$ cat src/rtl/ntt_pkg.sv
// Shared constants for the Kyber NTT datapath.
package ntt_pkg;

    localparam int KYBER_Q   = 3329;
    // q^-1 mod 2^16, signed representative
    localparam int QINV      = -3327;
    // 2^16 mod q, signed representative (Montgomery factor)
    localparam int MONT      = -1044;
    // round(2^26 / q)
    localparam int BARRETT_V = 20159;

endpackage

$ cat src/rtl/barrett_reduce.sv
// Combinational 16-bit Barrett reduction to the centered representative mod Q.
module barrett_reduce
    import ntt_pkg::*;
#(
    parameter int Q = 3329
) (
    input  logic signed [15:0] x_i,
    output logic signed [15:0] r_o
);

    logic signed [31:0] x_ext;
    logic signed [31:0] quot;

    // Rounded quotient x/Q via the 2^26-scaled reciprocal.
    always_comb begin
        x_ext = {{16{x_i[15]}}, x_i};
        quot  = (x_ext * BARRETT_V + 32'sd33554432) >>> 26;
        r_o   = 16'(x_ext - quot * Q);
    end

endmodule

$ cat src/rtl/mont_reduce.sv
// Combinational 32->16 Montgomery reduction: t = (p - low16(p*QINV)*Q) >> 16.
module mont_reduce
    import ntt_pkg::*;
#(
    parameter int Q = 3329
) (
    input  logic signed [31:0] p_i,
    output logic signed [15:0] t_o
);

    logic signed [15:0] m_lo;
    logic signed [31:0] m_ext;
    logic signed [31:0] diff;

    // Low half of p*QINV makes the low 16 bits of (p - m*Q) vanish.
    always_comb begin
        m_lo  = 16'(p_i * QINV);
        m_ext = {{16{m_lo[15]}}, m_lo};
        diff  = p_i - m_ext * Q;
        t_o   = 16'(diff >>> 16);
    end

endmodule

$ cat src/rtl/ntt_ct_butterfly.sv
// Pipelined Cooley-Tukey butterfly: t = mont(b*zeta); out_a = a+t; out_b = a-t.
// Optional macro NTT_BF_BARRETT_EN adds a fourth stage that Barrett-reduces both outputs.
module ntt_ct_butterfly #(
    parameter int KYBER_Q = 3329,
    parameter int TAG_W   = 8
) (
    input  logic                    clk,
    input  logic                    rst_n,
    input  logic                    in_valid,
    output logic                    in_ready,
    input  logic signed [15:0]      in_a,
    input  logic signed [15:0]      in_b,
    input  logic signed [15:0]      in_zeta,
    input  logic [TAG_W-1:0]        in_tag,
    output logic                    out_valid,
    input  logic                    out_ready,
    output logic signed [15:0]      out_a,
    output logic signed [15:0]      out_b,
    output logic [TAG_W-1:0]        out_tag,
    output logic                    busy
);

    logic                    s1_v_q, s1_v_d, s1_rdy;
    logic signed [31:0]      s1_p_q, s1_p_d;
    logic signed [15:0]      s1_a_q, s1_a_d;
    logic [TAG_W-1:0]        s1_tag_q, s1_tag_d;

    logic                    s2_v_q, s2_v_d, s2_rdy;
    logic signed [15:0]      s2_t_q, s2_t_d;
    logic signed [15:0]      s2_a_q, s2_a_d;
    logic [TAG_W-1:0]        s2_tag_q, s2_tag_d;

    logic                    s3_v_q, s3_v_d, s3_rdy;
    logic signed [15:0]      s3_a_q, s3_a_d;
    logic signed [15:0]      s3_b_q, s3_b_d;
    logic [TAG_W-1:0]        s3_tag_q, s3_tag_d;

    logic signed [15:0]      mont_t;

    mont_reduce #(
        .Q (KYBER_Q)
    ) u_mont (
        .p_i (s1_p_q),
        .t_o (mont_t)
    );

`ifdef NTT_BF_BARRETT_EN
    logic                    s4_v_q, s4_v_d, s4_rdy;
    logic signed [15:0]      s4_a_q, s4_a_d;
    logic signed [15:0]      s4_b_q, s4_b_d;
    logic [TAG_W-1:0]        s4_tag_q, s4_tag_d;
    logic signed [15:0]      red_a, red_b;

    barrett_reduce #(
        .Q (KYBER_Q)
    ) u_bar_a (
        .x_i (s3_a_q),
        .r_o (red_a)
    );

    barrett_reduce #(
        .Q (KYBER_Q)
    ) u_bar_b (
        .x_i (s3_b_q),
        .r_o (red_b)
    );
`endif

    // Ready chain: a stage may load when empty or when its beat moves on this cycle.
    always_comb begin
`ifdef NTT_BF_BARRETT_EN
        s4_rdy = !s4_v_q || out_ready;
        s3_rdy = !s3_v_q || s4_rdy;
`else
        s3_rdy = !s3_v_q || out_ready;
`endif
        s2_rdy = !s2_v_q || s3_rdy;
        s1_rdy = !s1_v_q || s2_rdy;
    end

    // Next-state for every stage; data registers only load alongside a valid beat.
    always_comb begin
        s1_v_d   = s1_rdy ? in_valid : s1_v_q;
        s1_p_d   = s1_p_q;
        s1_a_d   = s1_a_q;
        s1_tag_d = s1_tag_q;
        if (s1_rdy && in_valid) begin
            s1_p_d   = in_b * in_zeta;
            s1_a_d   = in_a;
            s1_tag_d = in_tag;
        end

        s2_v_d   = s2_rdy ? s1_v_q : s2_v_q;
        s2_t_d   = s2_t_q;
        s2_a_d   = s2_a_q;
        s2_tag_d = s2_tag_q;
        if (s2_rdy && s1_v_q) begin
            s2_t_d   = mont_t;
            s2_a_d   = s1_a_q;
            s2_tag_d = s1_tag_q;
        end

        s3_v_d   = s3_rdy ? s2_v_q : s3_v_q;
        s3_a_d   = s3_a_q;
        s3_b_d   = s3_b_q;
        s3_tag_d = s3_tag_q;
        if (s3_rdy && s2_v_q) begin
            s3_a_d   = s2_a_q + s2_t_q;
            s3_b_d   = s2_a_q - s2_t_q;
            s3_tag_d = s2_tag_q;
        end

`ifdef NTT_BF_BARRETT_EN
        s4_v_d   = s4_rdy ? s3_v_q : s4_v_q;
        s4_a_d   = s4_a_q;
        s4_b_d   = s4_b_q;
        s4_tag_d = s4_tag_q;
        if (s4_rdy && s3_v_q) begin
            s4_a_d   = red_a;
            s4_b_d   = red_b;
            s4_tag_d = s3_tag_q;
        end
`endif
    end

    // Pipeline state; reset discards every in-flight beat.
    always_ff @(posedge clk or negedge rst_n) begin
        if (!rst_n) begin
            s1_v_q   <= 1'b0;
            s1_p_q   <= '0;
            s1_a_q   <= '0;
            s1_tag_q <= '0;
            s2_v_q   <= 1'b0;
            s2_t_q   <= '0;
            s2_a_q   <= '0;
            s2_tag_q <= '0;
            s3_v_q   <= 1'b0;
            s3_a_q   <= '0;
            s3_b_q   <= '0;
            s3_tag_q <= '0;
`ifdef NTT_BF_BARRETT_EN
            s4_v_q   <= 1'b0;
            s4_a_q   <= '0;
            s4_b_q   <= '0;
            s4_tag_q <= '0;
`endif
        end else begin
            s1_v_q   <= s1_v_d;
            s1_p_q   <= s1_p_d;
            s1_a_q   <= s1_a_d;
            s1_tag_q <= s1_tag_d;
            s2_v_q   <= s2_v_d;
            s2_t_q   <= s2_t_d;
            s2_a_q   <= s2_a_d;
            s2_tag_q <= s2_tag_d;
            s3_v_q   <= s3_v_d;
            s3_a_q   <= s3_a_d;
            s3_b_q   <= s3_b_d;
            s3_tag_q <= s3_tag_d;
`ifdef NTT_BF_BARRETT_EN
            s4_v_q   <= s4_v_d;
            s4_a_q   <= s4_a_d;
            s4_b_q   <= s4_b_d;
            s4_tag_q <= s4_tag_d;
`endif
        end
    end

    // Outputs come straight from the last stage registers.
    always_comb begin
        in_ready = s1_rdy;
`ifdef NTT_BF_BARRETT_EN
        out_valid = s4_v_q;
        out_a     = s4_a_q;
        out_b     = s4_b_q;
        out_tag   = s4_tag_q;
        busy      = s1_v_q || s2_v_q || s3_v_q || s4_v_q;
`else
        out_valid = s3_v_q;
        out_a     = s3_a_q;
        out_b     = s3_b_q;
        out_tag   = s3_tag_q;
        busy      = s1_v_q || s2_v_q || s3_v_q;
`endif
    end

endmodule

$ cat config.mk
export PLATFORM = sky130hd
export DESIGN_NAME = ntt_ct_butterfly
export DESIGN_NICKNAME = d
export VERILOG_FILES = /design/src/rtl/ntt_pkg.sv /design/src/rtl/barrett_reduce.sv /design/src/rtl/mont_reduce.sv /design/src/rtl/ntt_ct_butterfly.sv
export SDC_FILE = /design/constraint.sdc
export NUM_CORES = 1
export LEC_CHECK = 0
export CORE_ASPECT_RATIO = 1.1
export CORE_UTILIZATION = 45
export CTS_CLUSTER_DIAMETER = 50
export CTS_CLUSTER_SIZE = 8
export DETAILED_ROUTE_END_ITERATION = 10
export HOLD_SLACK_MARGIN = 0.06
export PLACE_DENSITY = 0.65
export SLEW_MARGIN = 20
export SYNTH_ARGS = -nofsm -noshare
export SYNTH_HDL_FRONTEND = slang
export SYNTH_SLANG_ARGS = --single-unit
export TNS_END_PERCENT = 100
$ cat constraint.sdc
create_clock -name clk -period 9 [get_ports clk]
set_clock_uncertainty 0.15 [all_clocks]
set_input_delay 0.9 -clock clk [delete_from_list [all_inputs] [get_ports clk]]
set_output_delay 0.9 -clock clk [all_outputs]
set_load 0.02 [all_outputs]
==> results of run 1 <==
cell usage after synthesis (9+ instances only):
| master | number |
|---|---|
| a21oi_1 | 58 |
| o31ai_1 | 13 |
| o21bai_1 | 10 |
| and3_1 | 9 |
| fa_1 | 299 |
| nor2_1 | 46 |
| inv_1 | 392 |
| mux2_2 | 55 |
| nand3_1 | 11 |
| and2_1 | 104 |
| a21o_1 | 28 |
| dfrtp_1 | 138 |
| nor3_1 | 23 |
| xor2_1 | 31 |
| nor2b_1 | 9 |
| clkbuf_1 | 55 |
| nand2_1 | 272 |
| xnor2_1 | 71 |
| o21ai_0 | 88 |
| nand2b_1 | 26 |
| ha_1 | 230 |
routing by layer:
layer	part of all wire, %	track usage [%]	vias up	wire length [µm]
li1	-	-	6658	-
met4	1.9	5.55	0	822
met1	45	25.5	6999	19100
met5	0	0	-	0
met2	49	34.3	340	21100
met3	4.2	2.78	58	1800
per-stage QoR:
| stage | setup slack (ns) | hold slack, ns |
|---|---|---|
| detailed placement | 0.0556 | 0.295 |
| global placement | 0.247 | 0.290 |
| global route | 0.0000711 | 0.348 |
| CTS | 0.0167 | 0.312 |
| finish | 0.403 | 0.311 |
| floorplan | 0.0519 | 0.283 |
worst register-to-register path: cells and delay by family (launching register included):
family                   cells  cell delay (ns)
XOR/XNOR                     3             0.47
AO/OA/AOI/OAI               12             2.32
AND/OR/NAND/NOR              5             0.63
flip-flops                   1             0.45
buffers and inverters        4             0.32
multiplexers                 1             0.18
adder cells (fa/ha/maj)     11             3.92
what timing repair did:
action                     4_1_cts  5_1_grt
setup endpoints to repair        0        5
buffers inserted                 0        2
gates resized for setup          0       22
hold endpoints to repair         0        0
layout make-up:
cell class,count,area [µm²]
multi-input cells,1479,14800
flip-flops and latches,138,3450
clock buffers,20,457
clock inverters,10,120
well taps,574,718
fillers,4015,21200
repair buffers,120,1160
inverters,392,1480
kinds of logic (layout without fill, tap and decap cells):
group | after synthesis | after routing | synth area share (%)
fa+ha+maj | 529 | 529 | 44.9
simple gates | 520 | 520 | 12.3
buf+inv | 450 | 542 | 8.59
compound gates | 267 | 267 | 8.66
flops | 138 | 138 | 17.5
xor+xnor | 103 | 103 | 4.61
mux | 60 | 60 | 3.39
final timing paths:
kind,slack [ns],depth (start not counted),end
setup reg to reg,0.40,36,s2_t_q[15]$_DFFE_PN0P_
setup / recovery,0.40,36,s2_t_q[15]$_DFFE_PN0P_
hold / removal,0.31,2,out_tag[7]$_DFFE_PN0P_
max in group asynchronous,7.17,2,s2_t_q[2]$_DFFE_PN0P_
hold reg to reg,0.31,2,out_tag[7]$_DFFE_PN0P_
min in group asynchronous,0.33,1,out_a[10]$_DFFE_PN0P_
flip-flops by register name, indices dropped and copies added, names as in the netlist:
name       flops
out_b         16
s2_v_q         1
out_a         15
out_tag        8
s2_a_q        16
s2_tag_q       8
s1_tag_q       8
s1_v_q         1
out_valid      1
s1_p_q        32
s2_t_q        16
s1_a_q        16
==> results.cfg, run 1 <==
[worst_setup_path]
slowest_delay_ns = 0.52
crit_type = reg2reg
crit_arrival_ns = 8.75
cp_num_buf_inv = 4
crit_path_end_kind = flip-flop
crit_slowest_cell = fa_1
critical_path.startpoint_type = flip-flop
crit_fanout = 5
crit_required_ns = 9.16
crit_start = s1_p_q[4]$_DFFE_PN0P_
cpLargestDelayFamily = adder cells
reg2reg_from = s1_p_q[4]$_DFFE_PN0P_

[drt]
wl_mm = 42.7
vias = 14100
drtIter0Drc = 641
firstDrtPassIters = 4
wire_per_inst_um = 15.6
drcViolationCount = 0
ant_nets = 0
vias_per_cell = 5.14

[global_routing]
grt_max_degree = 83
grt_first_pass_wirelength_mm = 71.2
grt_use_total_pct = 19.7
grt.overflow.total = 0
antenna_found_initial = 0
grt_pass1_vias = 14700

[clock_network]
cts_tree = done
clock_path_buffers = 2
clock-sinks = 138
insertion_delay_ns = 0.44
clkTransAtPathRegs_ns = 0.06
cts_inserted_buffers = 17
cts-htree-levels = 4
root_buffer = clkbuf_16
holdBufCountCts = 0

[final_layout]
utilization_pct = 51.1
layout.nets = 2737
instances_no_fill = 2733
layout-drive-gt1-share_pct = 6.67
layout_common_cells = 391 x inv_1, 299 x fa_1, 269 x nand2_1
fin_area_um2 = 22100
area_growth_pct = 12.2
antenna_cells = 0
final_common_cell = inv_1

[timing]
fmax_ghz = 0.116
hold_viol = 0
finalCritPeriodShare_pct = 95.5
rsz0062_at_grt = no
setup-violations-final = 0
drv_slew = 0
setup_tns_ns = 0
relSlewSlack_pct = 40.1
fin_crit_ns = 8.60
worst_pin_slew_ns = 0.898

[die]
fp-row-count = 80
start_util_pct = 45.5
dieArea_um2 = 44700
die_height_um = 222
die_w_um = 202
core_region_area_um2 = 43300
num_io_pins = 103

[logic_synthesis]
synth_area_leaders = fa_1 30%, dfrtp_1 18%, ha_1 15%
yosys_warnings = 0
synth_nets = 2656
synthCells = 2067
ys_types = 62
synth-async-reset-ratio_pct = 100
seq_area_frac_synth_pct = 17.5
syn_area_um2 = 19700
synth_area_leader_cell = fa_1
synth.avg_cell_area_um2 = 9.55
synth-seq-cells = 138
synth_edf_count = 0
synth_top_area_share_pct = 30.3
synth_ff_type = dfrtp_1

[run]
cap_viol_max_count = 0

[hold_path]
hold_start = s2_tag_q[7]$_DFFE_PN0P_
min_path_type = reg2reg

[status]
status = completed

[placement]
placed_cells = 2701
dp_hpwl_mm = 35.1
portBuffers = 102
gp_congestion = 0.867
placed_area_um2 = 21400
Power of run 1 is left out: the tool's default activity adds up to more than one toggle a clock period on the data nets, which glitch-free logic cannot reach.
==> run 2: changes to the inputs <==
--- a/config.mk
+++ b/config.mk
@@ -7,6 +7,7 @@
 export LEC_CHECK = 0
 export CORE_ASPECT_RATIO = 1.1
 export CORE_UTILIZATION = 45
+export CTS_BUF_LIST = sky130_fd_sc_hd__clkbuf_8
 export CTS_CLUSTER_DIAMETER = 50
 export CTS_CLUSTER_SIZE = 8
 export DETAILED_ROUTE_END_ITERATION = 10
==> run 2 against run 1 <==
Net effect:
- via count decreased by 0.16%
- global-route usage decreased by 0.13 points
- final cell count about the same
- critical endpoint unchanged
- fmax decreased by 0.62%
- utilization decreased by 0.47 points
- design area decreased by 0.92%
- register-to-register slack got worse by 0.05 ns
- largest cell class unchanged
- highest routed layer unchanged
- worst setup slack got worse by 0.054 ns
- sequential cell count unchanged
==> results.cfg, run 2 (synthesis gave the netlist of run 1 again) <==
[drt]
drtIter0Drc = 657
firstDrtPassIters = 5
ant_nets = 0
vias = 14000
drcViolationCount = 0
wl_mm = 42.4
wire_per_inst_um = 15.5
vias_per_cell = 5.13

[timing]
worst_pin_slew_ns = 0.893
hold_slack_ns = 0.289
relSlewSlack_pct = 40.5
fin_crit_ns = 8.65
fmax_ghz = 0.116
drv_slew = 0
setup-violations-final = 0
hold_viol = 0
finalCritPeriodShare_pct = 96.1

[global_routing]
grt.overflow.total = 0
grt_use_total_pct = 19.6
grt_max_degree = 83
grt_pass1_vias = 14700
grt_first_pass_wirelength_mm = 70.8
antenna_found_initial = 0

[final_layout]
fill_cells = 4045
layout-drive-gt1-share_pct = 6.67
top_register = s1_p_q
area_growth_pct = 11.2
layout.nets = 2738
antenna_cells = 0
final_common_cell = inv_1
layout_common_cells = 392 x inv_1, 299 x fa_1, 269 x nand2_1
largest_register_ffs = 32

[worst_setup_path]
crit_type = reg2reg
crit_path_end_kind = flip-flop
slowest_delay_ns = 0.53
r2r-end = s2_t_q[15]$_DFFE_PN0P_
r2r_cells = 36
crit_arrival_ns = 8.85
reg2reg_from = s1_p_q[4]$_DFFE_PN0P_
reg2reg_slack_ns = 0.35
cp_num_buf_inv = 4
cpLargestDelayFamily = adder cells
crit_fanout = 5
crit_required_ns = 9.20
critical_path.startpoint_type = flip-flop
crit_slowest_cell = fa_1

[die]
num_io_pins = 103
fp-row-count = 80
start_util_pct = 45.5
core_region_area_um2 = 43300
dieArea_um2 = 44700
die_w_um = 202
die_height_um = 222

[hold_path]
min_path_type = in2async

[clock_network]
cts-htree-levels = 4
cts_tree = done
clock-sinks = 138
root_buffer = clkbuf_8
clock_path_buffers = 2
clkTransAtPathRegs_ns = 0.08
insertion_delay_ns = 0.47
holdBufCountCts = 0
cts_inserted_buffers = 17

[placement]
dp_hpwl_mm = 35.1
portBuffers = 102
gp_congestion = 0.867

[run]
cap_viol_max_count = 0

[status]
status = completed
-- run 2: cell types whose count changed in the layout (fill, tap and decap cells not counted), sizes merged --
cell	previous run	this run
clkbuf	20	19
buf	19	20
inv	392	393
-- run 2: worst register-to-register path, delay by kind of cell, from the launching register on --
| kind | cells | cell delay, ns |
|---|---|---|
| AOI/OAI and AO/OA | 12 | 2.30 |
| buffers and inverters | 4 | 0.32 |
| muxes | 1 | 0.17 |
| xor gates and xnor gates | 3 | 0.47 |
| DFF | 1 | 0.45 |
| and+or+nand+nor | 5 | 0.62 |
| adders and majority gates | 11 | 4.00 |
-- run 2: worst max-delay path by stage --
| stage | end | depth (start not counted) | startpoint | slack (ns) |
|---|---|---|---|---|
| after global placement | s2_t_q[13]$_DFFE_PN0P_ | 36 | s1_p_q[4]$_DFFE_PN0P_ | 0.25 |
| after global routing | s2_t_q[15]$_DFFE_PN0P_ | 36 | s1_p_q[4]$_DFFE_PN0P_ | -0.06 |
| after detailed placement | s2_t_q[15]$_DFFE_PN0P_ | 36 | s1_p_q[4]$_DFFE_PN0P_ | 0.06 |
| final | s2_t_q[15]$_DFFE_PN0P_ | 36 | s1_p_q[4]$_DFFE_PN0P_ | 0.35 |
| after floorplan | s2_t_q[13]$_DFFE_PN0P_ | 36 | s1_p_q[4]$_DFFE_PN0P_ | 0.05 |
| after CTS | s2_t_q[15]$_DFFE_PN0P_ | 36 | s1_p_q[4]$_DFFE_PN0P_ | 0.02 |
-- run 2: per-stage QoR --
step | std cells | cell area (µm²) | utilization, % | worst slack, ns | setup TNS [ns]
floorplan | 2067 | 19800 | - | 0.0519 | 0
global placement | 2701 | 21400 | 49.4 | 0.247 | 0
detailed placement | 2701 | 21400 | 49.4 | 0.0556 | 0
CTS | 2731 | 21800 | 50.3 | 0.0238 | 0
global route | 2734 | 21900 | 50.6 | -0.0574 | -0.0917
finish | 2734 | 21900 | 50.6 | 0.349 | 0
-- run 2: what timing repair did --
action	4_1_cts	5_1_grt
endpoints found under the setup margin	0	5
setup buffers	0	3
resized for setup	0	20
-- run 2: area by class of cell --
cell class                      count  area, µm²  share of cell area, %
Clock buffer                       19        262                   1.19
Sequential cell                   138       3450                   15.8
Timing Repair Buffer              121       1170                   5.33
Inverter                          392       1480                   6.73
Multi-Input combinational cell   1479      14700                   67.2
Clock inverter                     11        124                  0.565
Tap cell                          574        718                   3.27
-- run 2: routing by layer --
metal  part of all wire (%)  wire length [µm]  track usage [%]  up-vias
met3                    4.0              1690             2.44       60
li1                       -                 -                -     6660
met2                     49             20900             33.9      315
met4                    2.2               939             6.65        0
met5                      0                 0                0        -
met1                     45             18900             25.3     6998
Power of run 2 is left out for the same reason.
